### src/rtl/sar_pkg.sv
// Shared types and helpers for the successive-approximation search controller.
package sar_pkg;

    typedef enum logic [1:0] {
        IDLE   = 2'd0,
        SEARCH = 2'd1,
        VERIFY = 2'd2
    } state_t;

    // Returns a mask with only bit idx set; zero when idx is out of range.
    function automatic logic [31:0] onehot(input int unsigned idx, input int unsigned width);
        return (idx < width) ? (32'd1 << idx) : 32'd0;
    endfunction

endpackage

### src/rtl/sar_onehot_dec.sv
// Bit-index to one-hot mask decoder for the search controller.
module sar_onehot_dec
    import sar_pkg::*;
#(
    parameter int WIDTH = 4,
    parameter int IDX_W = 2
) (
    input  logic [IDX_W-1:0] idx,
    output logic [WIDTH-1:0] mask
);

    assign mask = WIDTH'(onehot(32'(idx), 32'(WIDTH)));

endmodule

### src/rtl/sar_search_ctrl.sv
// Successive-approximation search controller driving an external magnitude comparator.
// Optional SAR_EARLY_EXIT_EN: finish the search as soon as the comparator reports equality.
module sar_search_ctrl
    import sar_pkg::*;
#(
    parameter int WIDTH = 4
) (
    input  logic             clk,
    input  logic             rst_n,
    input  logic             start,
    input  logic             cmp_gt,
    input  logic             cmp_lt,
    input  logic             cmp_eq,
    output logic [WIDTH-1:0] trial,
    output logic             busy,
    output logic             done,
    output logic [WIDTH-1:0] result,
    output logic             found
);

    localparam int IdxW = (WIDTH > 1) ? $clog2(WIDTH) : 1;

    state_t           state;
    logic [WIDTH-1:0] acc;
    logic [IdxW-1:0]  bitIdx;
    logic [WIDTH-1:0] bitMask;

    sar_onehot_dec #(
        .WIDTH (WIDTH),
        .IDX_W (IdxW)
    ) uDec (
        .idx  (bitIdx),
        .mask (bitMask)
    );

    // Decoded purely from registered state so the comparator sees a clean value.
    always_comb begin
        trial = '0;
        case (state)
            SEARCH:  trial = acc | bitMask;
            VERIFY:  trial = acc;
            default: trial = '0;
        endcase
    end

    always_ff @(posedge clk or negedge rst_n) begin
        if (!rst_n) begin
            state  <= IDLE;
            acc    <= '0;
            bitIdx <= IdxW'(WIDTH - 1);
            busy   <= 1'b0;
            done   <= 1'b0;
            result <= '0;
            found  <= 1'b0;
        end else begin
            done <= 1'b0;
            case (state)
                IDLE: begin
                    if (start) begin
                        acc    <= '0;
                        bitIdx <= IdxW'(WIDTH - 1);
                        busy   <= 1'b1;
                        state  <= SEARCH;
                    end
                end
                SEARCH: begin
`ifdef SAR_EARLY_EXIT_EN
                    if (cmp_eq) begin
                        result <= trial;
                        found  <= 1'b1;
                        done   <= 1'b1;
                        busy   <= 1'b0;
                        state  <= IDLE;
                    end else begin
`else
                    begin
`endif
                        if (cmp_gt | cmp_eq) begin
                            acc <= acc | bitMask;
                        end
                        if (bitIdx == '0) begin
                            state <= VERIFY;
                        end else begin
                            bitIdx <= bitIdx - IdxW'(1);
                        end
                    end
                end
                VERIFY: begin
                    result <= acc;
                    found  <= cmp_eq & ~cmp_gt & ~cmp_lt;
                    done   <= 1'b1;
                    busy   <= 1'b0;
                    state  <= IDLE;
                end
                default: begin
                    busy  <= 1'b0;
                    state <= IDLE;
                end
            endcase
        end
    end

endmodule

### config.mk
export PLATFORM = sky130hd
export DESIGN_NAME = sar_search_ctrl
export DESIGN_NICKNAME = d
export VERILOG_FILES = /design/src/rtl/sar_pkg.sv /design/src/rtl/sar_onehot_dec.sv /design/src/rtl/sar_search_ctrl.sv
export SDC_FILE = /design/constraint.sdc
export NUM_CORES = 1
export LEC_CHECK = 0
export BUFFER_PORTS_ARGS = -buffer_cell sky130_fd_sc_hd__buf_2
export CORE_MARGIN = 4
export CORE_UTILIZATION = 52
export CTS_CLUSTER_SIZE = 12
export DETAILED_ROUTE_END_ITERATION = 12
export PLACE_DENSITY = 0.76
export REMOVE_ABC_BUFFERS = 1
export SETUP_SLACK_MARGIN = 0.02
export SLEW_MARGIN = 40
export SYNTH_ARGS = -nofsm -noshare
export SYNTH_HDL_FRONTEND = slang
export SYNTH_HIERARCHICAL = 1
export SYNTH_SLANG_ARGS = --single-unit
### constraint.sdc
create_clock -name clk -period 3.2 [get_ports clk]
set_input_delay 0.48 -clock clk [delete_from_list [all_inputs] [get_ports clk]]
set_output_delay 0.48 -clock clk [all_outputs]
set_load 0.01 [all_outputs]
==> flow_metrics.env <==
export IMPL_synth_edf_count=0
export IMPL_ys_flop_type="dfrtp_1"
export IMPL_clkLatencyLatePin_ns=0.29
export IMPL_n_antenna_cell=0
export IMPL_netlist_area_um2=888
export IMPL_clk_pin_slew_ns=0.09
export IMPL_overflow=0
export IMPL_die_h_um=49.3
export IMPL_dp_hpwl_mm=1.30
export IMPL_tns_ns=0
export IMPL_multiInputGateArea_um2=464
export IMPL_synth_top_area_share_pct=36.6
export IMPL_regArea_um2=378
export IMPL_p_leak_uw=0.000483
export IMPL_final_util_pct=63.8
export IMPL_routedWlPerCell_um=13.9
export IMPL_drt_total_wl_mm=1.72
export IMPL_vdd_drop_max_mv=0.540
export IMPL_vias_per_cell=5.75
export IMPL_critPathCaptureType="primary output"
export IMPL_antenna_found_initial=0
export IMPL_crit_path_max_fanout=14
export IMPL_setup_viol=0
export IMPL_cts_tree="built"
export IMPL_cts_resized=0
export IMPL_rsz0062_at_grt="false"
export IMPL_yosysMostFrequentCell="dfrtp_1"
export IMPL_drtPass1Iterations=4
export IMPL_worst_ep_arrival_time_ns=1.75
export IMPL_ys_types=31
export IMPL_ys_top_cells_by_area="dfrtp_1 37%, ha_1 9.9%, dfstp_2 5.9%"
export IMPL_finalHoldWorstSlack_ns=0.0793
export IMPL_timing_fmax_ghz=0.449
export IMPL_avgSynthCellArea_um2=9.76
export IMPL_maxSlewViolCount=0
export IMPL_period_share_pct=69.6
export IMPL_fin_nets=122
export IMPL_yosys_area_top_type="dfrtp_1"
export IMPL_die_area_mm2=0.00243
export IMPL_grt_usage_pct=16.0
export IMPL_slew_headroom_pct=73.3
export IMPL_internal_power_uw=570
export IMPL_core_mm2=0.00156
export IMPL_async_reset_ff_share_pct=100
export IMPL_clockPowerShare_pct=11.2
export IMPL_worstPathRequired_ns=2.72
export IMPL_cts_setup_buffers=0
export IMPL_place_congestion=0.824
export IMPL_synth_seq_cells=15
export IMPL_ios=17
export IMPL_status="completed"
export IMPL_drt_initial_drc_count=10
export IMPL_grt_pass1_vias=678
export IMPL_area_delta_synth_final_pct=12.0
export IMPL_grt_max_degree=16
export IMPL_clock_path_buffers=2
export IMPL_cts_made_buffers=3
export IMPL_num_rows=14
export IMPL_syn_inst=91
export IMPL_clock_sinks=15
export IMPL_netlist_top_cells_count="13 x dfrtp_1, 7 x a21oi_1, 7 x ha_1, 7 x inv_1, 7 x o21ai_0"
export IMPL_fin_skew_ns=0.00323
export IMPL_cts_root_buf="clkbuf_4"
export IMPL_fillCellCount=135
export IMPL_comb_power_share_pct=53.7
export IMPL_powerDensity_mw_per_mm2=987
export IMPL_drc_errors=0
export IMPL_power_share_sequential_pct=35.1
export IMPL_portBuffers=16
export IMPL_drive_above_1_share_pct=25.0
export IMPL_start_util_pct=57.0
export IMPL_hold_buffers=0
export IMPL_switchingPower_uw=411
export IMPL_grt_pass1_wl_mm=2.98
export IMPL_worst_slew_pin_slew_ns=0.400
export IMPL_h_tree_depth=1
export IMPL_worst_hold_path_type="in -> async"
export IMPL_num_vias=713
export IMPL_maxCapViolations=0
export IMPL_yosysWarnings=6
export IMPL_path_class="reg -> out"
export IMPL_startpoint_type="register"
export IMPL_period_minus_slack_ns=2.23
export IMPL_antenna_left=0
export IMPL_die_w_um=49.3
export IMPL_hold_viol_final=0
export IMPL_swShare_pct=41.9
export IMPL_seq_area_frac_synth_pct=42.5
worst max-delay path, cell delays in order, from the launching register on:
cell and delay [ns]:
dfrtp_1 0.42, inv_1 0.13, ha_1 0.42, o21ai_0 0.15
a21boi_0 0.18, buf_2 0.16
cells in the final DEF (no fill, tap or decap), types with 2 or more instances in the layout:
| master | Yosys | routed |
|---|---|---|
| a31oi_1 | 4 | 4 |
| inv_1 | 7 | 7 |
| nand2_1 | 6 | 6 |
| buf_2 | 1 | 16 |
| dfrtp_1 | 13 | 13 |
| mux2_2 | 3 | 3 |
| o21ai_0 | 7 | 7 |
| nor2_1 | 6 | 6 |
| mux2_1 | 2 | 2 |
| clkbuf_4 | 0 | 3 |
| ha_1 | 7 | 7 |
| nand2b_1 | 2 | 2 |
| a21oi_1 | 7 | 7 |
| nor2b_1 | 3 | 3 |
| dfstp_2 | 2 | 2 |
| or2_1 | 2 | 2 |
| a21boi_0 | 4 | 4 |
layer usage:
| metal | up-vias | wire [µm] | share of wire [%] | track usage [%] |
|---|---|---|---|---|
| met5 | - | 0 | 0 | 0 |
| met4 | 0 | 43 | 2.5 | 8.53 |
| met3 | 5 | 98 | 5.7 | 2.75 |
| met2 | 23 | 801 | 47 | 25.4 |
| met1 | 329 | 779 | 45 | 20.4 |
| li1 | 356 | - | - | - |
final cells by class:
type / instances / area share [%]
flip-flops and latches: 15 / 38.0
well taps: 16 / 2.01
clock buffers: 4 / 2.64
repair buffers: 16 / 8.05
inverters: 7 / 2.64
multi-input cells: 66 / 46.7
kinds of logic after synthesis:
kind of cell / count (synthesis) / share of synthesized area, %
AND/OR/NAND/NOR: 28 / 18.2
adder cells (fa/ha/maj): 7 / 9.86
flip-flops: 15 / 42.5
AO/OA/AOI/OAI: 26 / 17.9
multiplexers: 5 / 6.34
buffers and inverters: 10 / 5.21
power groups by stage:
stage               clock, µW  sequential (µW)  combinational, µW
global route              124              358                593
floorplan                   0              354                365
CTS                       113              346                534
detailed placement          0              349                529
global placement            0              344                511
finish                    110              345                527
per-stage QoR:
stage	worst slack (ns)	cell area (µm²)	total power (µW)	cells
final	0.972	995	982	124
after detailed placement	1.28	968	879	120
after CTS	0.962	995	993	124
after global routing	0.774	995	1070	124
after global placement	1.38	968	856	120
after floorplan	1.48	868	719	88
path summary, 6_finish.rpt:
path                       cells after the start                  start                     to  slack [ns]
max                                            5   state[1]$_DFFE_PN0P_               trial[1]        0.97
min                                            1                  rst_n         done$_DFF_PN0_        0.08
max reg2reg                                    5   state[1]$_DFFE_PN0P_     acc[0]$_DFFE_PN0P_        1.40
min reg2reg                                    1  result[2]$_DFFE_PN0N_  result[2]$_DFFE_PN0N_        0.51
max in group asynchronous                      1                  rst_n  bitIdx[0]$_DFFE_PN1P_        2.82
min in group clk                               2                 cmp_lt      found$_DFFE_PN0N_        0.38
registers in the layout, indices dropped and copies added (netlist names):
name,flops
result,4
done,1
busy,1
acc,4
found,1
state,2
bitIdx,2
Note: power is estimated with default switching activity, not from simulation.
